[config.mk]
export PLATFORM = sky130hd
export DESIGN_NAME = wash_sequencer
export DESIGN_NICKNAME = d
export VERILOG_FILES = /design/src/rtl/wash_pkg.sv /design/src/rtl/wash_phase_decode.sv /design/src/rtl/wash_sequencer.sv
export SDC_FILE = /design/constraint.sdc
export NUM_CORES = 1
export LEC_CHECK = 0
export ABC_CLOCK_PERIOD_IN_PS = 2450
export CAP_MARGIN = 20
export CORE_UTILIZATION = 40
export DETAILED_ROUTE_END_ITERATION = 10
export GPL_TIMING_DRIVEN = 0
export HOLD_SLACK_MARGIN = 0.02
export PLACE_DENSITY = 0.74
export SYNTH_ARGS = -nofsm -noshare
export SYNTH_HDL_FRONTEND = slang
export SYNTH_HIERARCHICAL = 1
export SYNTH_SLANG_ARGS = --single-unit
export TNS_END_PERCENT = 5
[constraint.sdc]
create_clock -name clk -period 2.45 [get_ports clk]
set_input_delay 0.49 -clock clk [delete_from_list [all_inputs] [get_ports clk]]
set_output_delay 0.49 -clock clk [all_outputs]
set_load 0.01 [all_outputs]
[src/rtl/wash_pkg.sv]
// Shared types and constants for the wash sequencer.
//   state_t      : FSM state, encoded with the debug `phase` code
//   LD_*         : timer period-select codes driven on `load`
//   ACT_*        : bit positions inside the actuator vector
//   timed_state(): 1 for states that run the timer and therefore
//                  pulse tmr_R on entry
package wash_pkg;

  typedef enum logic [3:0] {
    ST_IDLE        = 4'd0,
    ST_FILL_W      = 4'd1,
    ST_WASH        = 4'd2,
    ST_DRAIN_W     = 4'd3,
    ST_FILL_R      = 4'd4,
    ST_RINSE       = 4'd5,
    ST_DRAIN_R     = 4'd6,
    ST_SPIN        = 4'd7,
    ST_DONE        = 4'd8,
    ST_ABORT_DRAIN = 4'd9
  } state_t;

  localparam logic [1:0] LD_FILL  = 2'b00;
  localparam logic [1:0] LD_WASH  = 2'b01;
  localparam logic [1:0] LD_RINSE = 2'b10;
  localparam logic [1:0] LD_SPIN  = 2'b11;

  localparam int ACT_FILL    = 0;
  localparam int ACT_DRAIN   = 1;
  localparam int ACT_AGITATE = 2;
  localparam int ACT_SPIN    = 3;
  localparam int ACT_W       = 4;

  function automatic logic timed_state(input state_t s);
    return (s != ST_IDLE) && (s != ST_DONE);
  endfunction

endpackage

[src/rtl/wash_phase_decode.sv]
// Combinational state -> actuator / timer-period decode.
//   state : current FSM state code
//   act   : actuator vector (bit positions ACT_* from wash_pkg)
//   load  : timer period select for this state (LD_FILL when idle/done)
module wash_phase_decode
  import wash_pkg::*;
(
  input  logic [3:0]       state,
  output logic [ACT_W-1:0] act,
  output logic [1:0]       load
);

  always_comb begin
    act  = '0;
    load = LD_FILL;
    case (state_t'(state))
      ST_FILL_W, ST_FILL_R: begin
        act[ACT_FILL] = 1'b1;
      end
      ST_WASH: begin
        act[ACT_AGITATE] = 1'b1;
        load             = LD_WASH;
      end
      ST_RINSE: begin
        act[ACT_AGITATE] = 1'b1;
        load             = LD_RINSE;
      end
      ST_DRAIN_W, ST_DRAIN_R, ST_ABORT_DRAIN: begin
        act[ACT_DRAIN] = 1'b1;
      end
      ST_SPIN: begin
        act[ACT_SPIN]  = 1'b1;
        act[ACT_DRAIN] = 1'b1;
        load           = LD_SPIN;
      end
      default: ;
    endcase
  end

endmodule

[src/rtl/wash_sequencer.sv]
// Wash program controller: fill, wash, drain, fill, rinse, drain, spin,
// done. Drives the period select / restart / freeze of an external
// washer timer and consumes its per-period expiry flags.
// Ports:
//   clk, R (sync, active low)     start, abort, lid_closed  (panel)
//   Tf Tw Td Tr Ts (timer expiry) load, tmr_R, hold         (timer control)
//   fill_valve drain_pump agitate spin (actuators)
//   busy, done (1-cycle pulse), phase (state code, debug)
// Optional build macro: WASH_SEQ_DOUBLE_RINSE_EN runs the rinse
// (fill, rinse, drain) twice before spinning.
module wash_sequencer
  import wash_pkg::*;
#(
  parameter int LD_W = 2
) (
  input  logic            clk,
  input  logic            R,
  input  logic            start,
  input  logic            abort,
  input  logic            lid_closed,
  input  logic            Tf,
  input  logic            Tw,
  input  logic            Td,
  input  logic            Tr,
  input  logic            Ts,
  output logic [LD_W-1:0] load,
  output logic            tmr_R,
  output logic            hold,
  output logic            fill_valve,
  output logic            drain_pump,
  output logic            agitate,
  output logic            spin,
  output logic            busy,
  output logic            done,
  output logic [3:0]      phase
);

  state_t           state_reg, state_next;
  logic             entry_reg, entry_next;
  logic             hold_reg, hold_next;
  logic             flags_ok;
  logic             can_abort;
  logic [ACT_W-1:0] act;
  logic [1:0]       dec_load;

`ifdef WASH_SEQ_DOUBLE_RINSE_EN
  logic rinse2_reg, rinse2_next;
`endif

  always_ff @(posedge clk) begin
    if (!R) begin
      state_reg <= ST_IDLE;
      entry_reg <= 1'b0;
      hold_reg  <= 1'b0;
`ifdef WASH_SEQ_DOUBLE_RINSE_EN
      rinse2_reg <= 1'b0;
`endif
    end else begin
      state_reg <= state_next;
      entry_reg <= entry_next;
      hold_reg  <= hold_next;
`ifdef WASH_SEQ_DOUBLE_RINSE_EN
      rinse2_reg <= rinse2_next;
`endif
    end
  end

  always_comb begin
    state_next = state_reg;
    // Expiry flags count only once the timer has been restarted (not in
    // the entry cycle) and while it is actually running (not frozen).
    flags_ok   = lid_closed && !hold_reg && !entry_reg;
    can_abort  = abort && (state_reg == ST_FILL_W || state_reg == ST_WASH ||
                           state_reg == ST_FILL_R || state_reg == ST_RINSE);
`ifdef WASH_SEQ_DOUBLE_RINSE_EN
    rinse2_next = rinse2_reg;
`endif

    if (can_abort) begin
      state_next = ST_ABORT_DRAIN;
    end else begin
      case (state_reg)
        ST_IDLE:        if (start && lid_closed) state_next = ST_FILL_W;
        ST_FILL_W:      if (flags_ok && Tf)      state_next = ST_WASH;
        ST_WASH:        if (flags_ok && Tw)      state_next = ST_DRAIN_W;
        ST_DRAIN_W:     if (flags_ok && Td)      state_next = ST_FILL_R;
        ST_FILL_R:      if (flags_ok && Tf)      state_next = ST_RINSE;
        ST_RINSE:       if (flags_ok && Tr)      state_next = ST_DRAIN_R;
        ST_DRAIN_R: begin
          if (flags_ok && Td) begin
`ifdef WASH_SEQ_DOUBLE_RINSE_EN
            if (!rinse2_reg) begin
              state_next  = ST_FILL_R;
              rinse2_next = 1'b1;
            end else begin
              state_next = ST_SPIN;
            end
`else
            state_next = ST_SPIN;
`endif
          end
        end
        ST_SPIN:        if (flags_ok && Ts)      state_next = ST_DONE;
        ST_DONE:                                 state_next = ST_IDLE;
        ST_ABORT_DRAIN: if (flags_ok && Td)      state_next = ST_IDLE;
        default:                                 state_next = ST_IDLE;
      endcase
    end

`ifdef WASH_SEQ_DOUBLE_RINSE_EN
    if (state_reg == ST_IDLE || can_abort) rinse2_next = 1'b0;
`endif

    // A state change into a timed phase restarts the timer next cycle;
    // DRAIN_R -> FILL_R (double rinse) counts as a fresh entry too.
    entry_next = (state_next != state_reg) && timed_state(state_next);
    // The freeze follows the lid with one cycle of latency and is never
    // applied once the program falls back to IDLE.
    hold_next  = !lid_closed && (state_reg != ST_IDLE) &&
                 (state_next != ST_IDLE);
  end

  wash_phase_decode u_decode (
    .state (state_reg),
    .act   (act),
    .load  (dec_load)
  );

  assign load       = LD_W'(dec_load);
  assign tmr_R      = (state_reg == ST_IDLE) || entry_reg;
  assign hold       = hold_reg;
  assign fill_valve = act[ACT_FILL]    && !hold_reg;
  assign drain_pump = act[ACT_DRAIN]   && !hold_reg;
  assign agitate    = act[ACT_AGITATE] && !hold_reg;
  assign spin       = act[ACT_SPIN]    && !hold_reg;
  assign busy       = (state_reg != ST_IDLE);
  assign done       = (state_reg == ST_DONE);
  assign phase      = state_reg;

endmodule

* Yosys cells after proc, flatten, opt, wreduce, memory -nomap -nowiden
Cells that the tools add are included.
** Storage, ports and cells
- Register bits :: 6
- Bits of input ports :: 10
- Output and inout bits :: 14
- Word-level logic and storage cells :: 60
** Operators by class
- Equality and inequality tests :: 11
- Multiplexer cells :: 16
- Reductions and logical operators :: 30
** Operator list (number)
- 4-bit two-way mux :: 10
- 4-bit one-hot mux with 9 select lines :: 1
- 1-bit logical AND :: 17
- 4-bit by 3-bit == test with 1-bit output (second input constant) :: 4
- 4-bit by 2-bit == test with 1-bit output (second input constant) :: 2
- 4-bit == test (second input constant) :: 2
- 4-bit nonzero test :: 2
- 2-bit one-hot mux with 3 select lines :: 1
- 4-bit by 1-bit == test with 1-bit output (second input constant) :: 1
- 4-bit zero test :: 1
- 1-bit logical OR :: 4
- 1-bit two-way mux :: 4
- 4-bit != test :: 1
- 4-bit != test (second input constant) :: 1
- 2-bit OR reduction :: 2
- 4-bit OR reduction :: 1
- 1-bit zero test :: 3

* Depth between registers and ports, before layout
- Word-level depth :: 10
- Depth in mapped cells :: 7
- Depth with buffers taken out :: 6

* By module
The synthesis kept the hierarchy.
** Modules (own cells, without submodules)
- wash_sequencer :: times used 1, cells each 74, area an instance 554.3 µm², sequential area each 120.1 µm²
- wash_phase_decode :: times used 1, cells each 13, area an instance 78.8 µm², sequential area each 0.0 µm²

* Worst setup path before layout
No wires, ideal clock.
- Kind :: input to register
- Start :: input lid_closed
- End :: register hold_reg (netlist: hold)
- Library setup time :: 0.122 ns
- Arrival :: 1.893 ns
- Required time :: 2.328 ns
- Path slack :: 0.434 ns
- Stages :: 6
- Buffers on the path :: 0
- Cell sequence :: or3b_4 o2111ai_2 o21a_2 or4b_4 a21oi_2 a31oi_1
** Between the ends
- Longest elaborated chain between the ends :: 8
- Elaborated cells between the ends (all ways) :: 23
- Classes of those cells :: mux: 11; reduce/logical: 12
** RTL lines
- start: declaration :: line wash_sequencer.sv:20 : input logic lid_closed,
- 1-bit logical AND (2 in series) :: line wash_sequencer.sv:72 : flags_ok = lid_closed && !hold_reg && !entry_reg;
- 1-bit logical AND (on tied branches)
- 4-bit two-way mux, or another cell as far along :: line wash_sequencer.sv:105 : ST_ABORT_DRAIN: if (flags_ok && Td) state_next = ST_IDLE;
- 4-bit one-hot mux with 9 select lines :: line wash_sequencer.sv:82 : case (state_reg)
- 4-bit two-way mux :: line wash_sequencer.sv:79 : if (can_abort) begin
- 4-bit nonzero test :: line wash_sequencer.sv:120 : (state_next != ST_IDLE);
- 1-bit logical AND * :: line wash_sequencer.sv:119 : hold_next = !lid_closed && (state_reg != ST_IDLE) &&
- end signal: assignment :: line wash_sequencer.sv:61 : hold_reg <= hold_next;
- end: declaration :: line wash_sequencer.sv:40 : logic hold_reg, hold_next;
Mark *: on every way between the ends. The rest lies on a longest branch, timed or not.
A chain may end at the register's enable or synchronous reset.

* Worst setup path after layout
- Start :: register state_reg[2] (netlist: phase[2])
- End :: output busy
** Between the ends
- Longest elaborated chain between the ends :: 1
** RTL lines
- start: declaration :: line wash_sequencer.sv:38 : state_t state_reg, state_next;
- start signal: assignment :: line wash_sequencer.sv:59 : state_reg <= state_next;
- 4-bit nonzero test :: line wash_sequencer.sv:136 : assign busy = (state_reg != ST_IDLE);
- end: declaration :: line wash_sequencer.sv:33 : output logic busy,
Every way passes these cells.

==> flow_metrics.py <==
metrics = {
    "synth": {
        "syn_inst": 87,
        "yosys_register_bits": 6,
        "seq_area_frac_synth_pct": 18.97,
        "synth_area_leaders": "dfxtp_1 (19%), and2b_2 (5.5%), nor2_1 (5.3%)",
        "synth_edf_count": 0,
        "synth_top_flop_cell": "dfxtp_1",
        "area_share_of_the_leading_cell_type_in_the_synthesized_netlist_pct": 18.97,
        "mappedNetlistArea_um2": 633.1,
        "yosysWarningCount": 6,
        "synthArstFlopShare_pct": 0,
        "synth_area_leader_cell": "dfxtp_1",
        "yosys.cell_types.count": 39,
        "syn_area_per_cell_um2": 7.277,
        "syn-num-nets": 97,
    },
    "routing": {
        "dr.first_iter.drc_count": 17,
        "routedWlPerCell_um": 13.15,
        "drtPass1Iterations": 4,
        "vias": 734,
        "routed_via_density": 5.646,
        "post-route-drc-count": 0,
        "antenna_violating_nets_left": 0,
        "wirelength_mm": 1.709,
    },
    "critical_path": {
        "critPathCaptureType": "output pin",
        "critical_path_peak_fanout": 10,
        "worst_ep_arrival_time_ps": 1840,
        "timing.setup.critical_path_class": "reg2out",
        "timing.critical_path.required_ps": 1960,
        "setup.worst_path.start_class": "flip-flop",
    },
    "power_and_ir_drop": {
        "worst_ir_drop_vdd_uv": 306.9,
        "pwr_density_cell_mw_per_mm2": 462.9,
        "p_leak_uw": 0.0003848,
        "p_total_uw": 439.6,
    },
    "floorplan": {
        "core.rowCount": 13,
        "start_util_pct": 45.79,
        "die_area_mm2": 0.001746,
        "core_area_mm2": 0.001383,
        "die_h_um": 41.79,
        "top_level_ports": 24,
        "floorplan_die_width_um": 41.79,
    },
    "clock_network": {
        "cts_hold_buf": 0,
        "clockBufferDepth": 2,
        "cts_max_level": 1,
        "clkSlewWorstSetupHoldPaths_ps": 40,
        "clk_latency_ps": 230,
        "clkSinkCount": 6,
        "cts_root_buf": "clkbuf_4",
        "cts_buffers": 3,
        "cts_tree": "yes",
    },
    "global_route": {
        "global_route_wire_length_before_repair_mm": 2.849,
        "number_of_antenna_violations_at_the_first_check_in_global_routing": 0,
        "pin_count_of_the_biggest_net_entering_global_routing": 11,
        "grt_pass1_vias": 652,
        "track_usage_pct": 20.05,
        "globalRouteOverflowTotal": 0,
    },
    "layout": {
        "multiInputGateArea_um2": 493.0,
        "antennaDiodeCount": 0,
        "nets": 127,
        "postLayoutCoreUtil_pct": 68.69,
        "most_common_cell_after_layout_fill_and_taps_aside": "clkdlybuf4s50_1",
        "area_growth_pct": 50.00,
        "final_cell_mix": "clkdlybuf4s50_1 (21), nor2_1 (8), inv_1 (7)",
        "final.fill_count": 126,
        "max_reg_flops": 4,
        "ff_latch_area_um2": 121.4,
        "post_route_cells_drive_above_1_share_pct": 21.74,
    },
    "worst_hold_path": {
        "timing.hold.worst.class": "in2reg",
    },
    "run_status": {
        "outcome": "finished, final reports clean",
    },
    "timing": {
        "relative_slew_margins_pct": 70.49,
        "final_min_period_over_clock_period_pct": 95.01,
        "setup_viol": 0,
        "maxSlewViolCount": 0,
        "max_freq_mhz": 429.6,
        "unrepaired_setup_endpoints_after_global_routing": "false",
        "setup_ws_ps": 122.2,
        "timing.clock.skew_ps": 1.202,
        "hold_viol": 0,
        "worst_margin_slew_ps": 440.8,
        "min_period_ps": 2328,
    },
    "flow_run": {
        "max-cap-violations": 0,
    },
    "placed_design": {
        "placement.setup.worst_slack_ps": -408.8,
        "globalplace.congestion": 0.8792,
        "buffer_ports.inserted": 23,
        "hpwl_dp_mm": 1.277,
    },
}
-- kinds of logic after synthesis --
kind of cell,share of synthesized area (%)
and+or+nand+nor,42.09
DFF,18.97
AOI/OAI and AO/OA,27.27
buffers and inverters,6.918
xor gates and xnor gates,1.384
muxes,3.360
-- cell usage after synthesis, drive strengths merged (2+ instances only) --
cell	n
nand2	5
nor2	9
a21oi	5
o21ai	5
or3b	2
and2b	4
dfxtp	6
nand2b	2
and3	2
nand3	3
nor3b	2
nor2b	3
nand4	3
a31oi	2
o211ai	2
clkbuf	2
buf	2
inv	7
or3	2
a211oi	2
-- what timing repair did --
item,in CTS,in global routing
buffers inserted,0,2
resized for setup,7,2
endpoints found under the setup margin,5,3
-- per-layer routing --
layer  up-vias  wire, µm  global-route usage, %  share of wire, %
met5         -         0                      0                 0
met1       335       778                  25.65                46
met4         0         0                  3.871                 0
li1        377         -                      -                 -
met3         0        55                  3.043               3.2
met2        22       876                  35.31                51
-- critical path: stages, from the launching register on --
cell and delay (ps):
dfxtp_2 360, buf_4 180, or3_4 410, nor2_2 140, inv_1 50, clkdlybuf4s50_1 470
-- worst paths after layout --
kind / start / end / slack, ps / cells past startpoint
worst max-delay path: phase[2] / busy / 120 / 5
worst min-delay path: lid_closed / hold / 640 / 3
worst max register to register: phase[0] / hold / 280 / 7
worst min register to register: phase[2] / phase[2] / 830 / 4
-- power by group --
| part | switching (µW) | total [µW] | internal (µW) |
|---|---|---|---|
| clock network | 31.5 | 86.7 | 55.1 |
| registers | 16.2 | 125 | 109 |
| logic | 111 | 228 | 117 |
| total | 158 | 440 | 281 |
-- metrics by stage --
stage	area [µm²]	hold slack (ps)	instances	setup TNS [ps]
CTS	920.9	762.0	128	0
global placement	882.1	729.1	125	-976.8
detailed placement	882.1	724.7	125	-1160
floorplan	633.1	609.2	87	0
global route	949.7	665.4	130	0
finish	949.7	642.7	130	0
-- final cells by class --
cell class | count | area share [%]
plain buffers | 4 | 2.240
clock buffers | 3 | 2.372
inverters | 7 | 2.767
multi-input cells | 70 | 51.91
flip-flops and latches | 6 | 12.78
well taps | 15 | 1.976
repair buffers | 25 | 25.96
(Power assumes the default switching activity.)
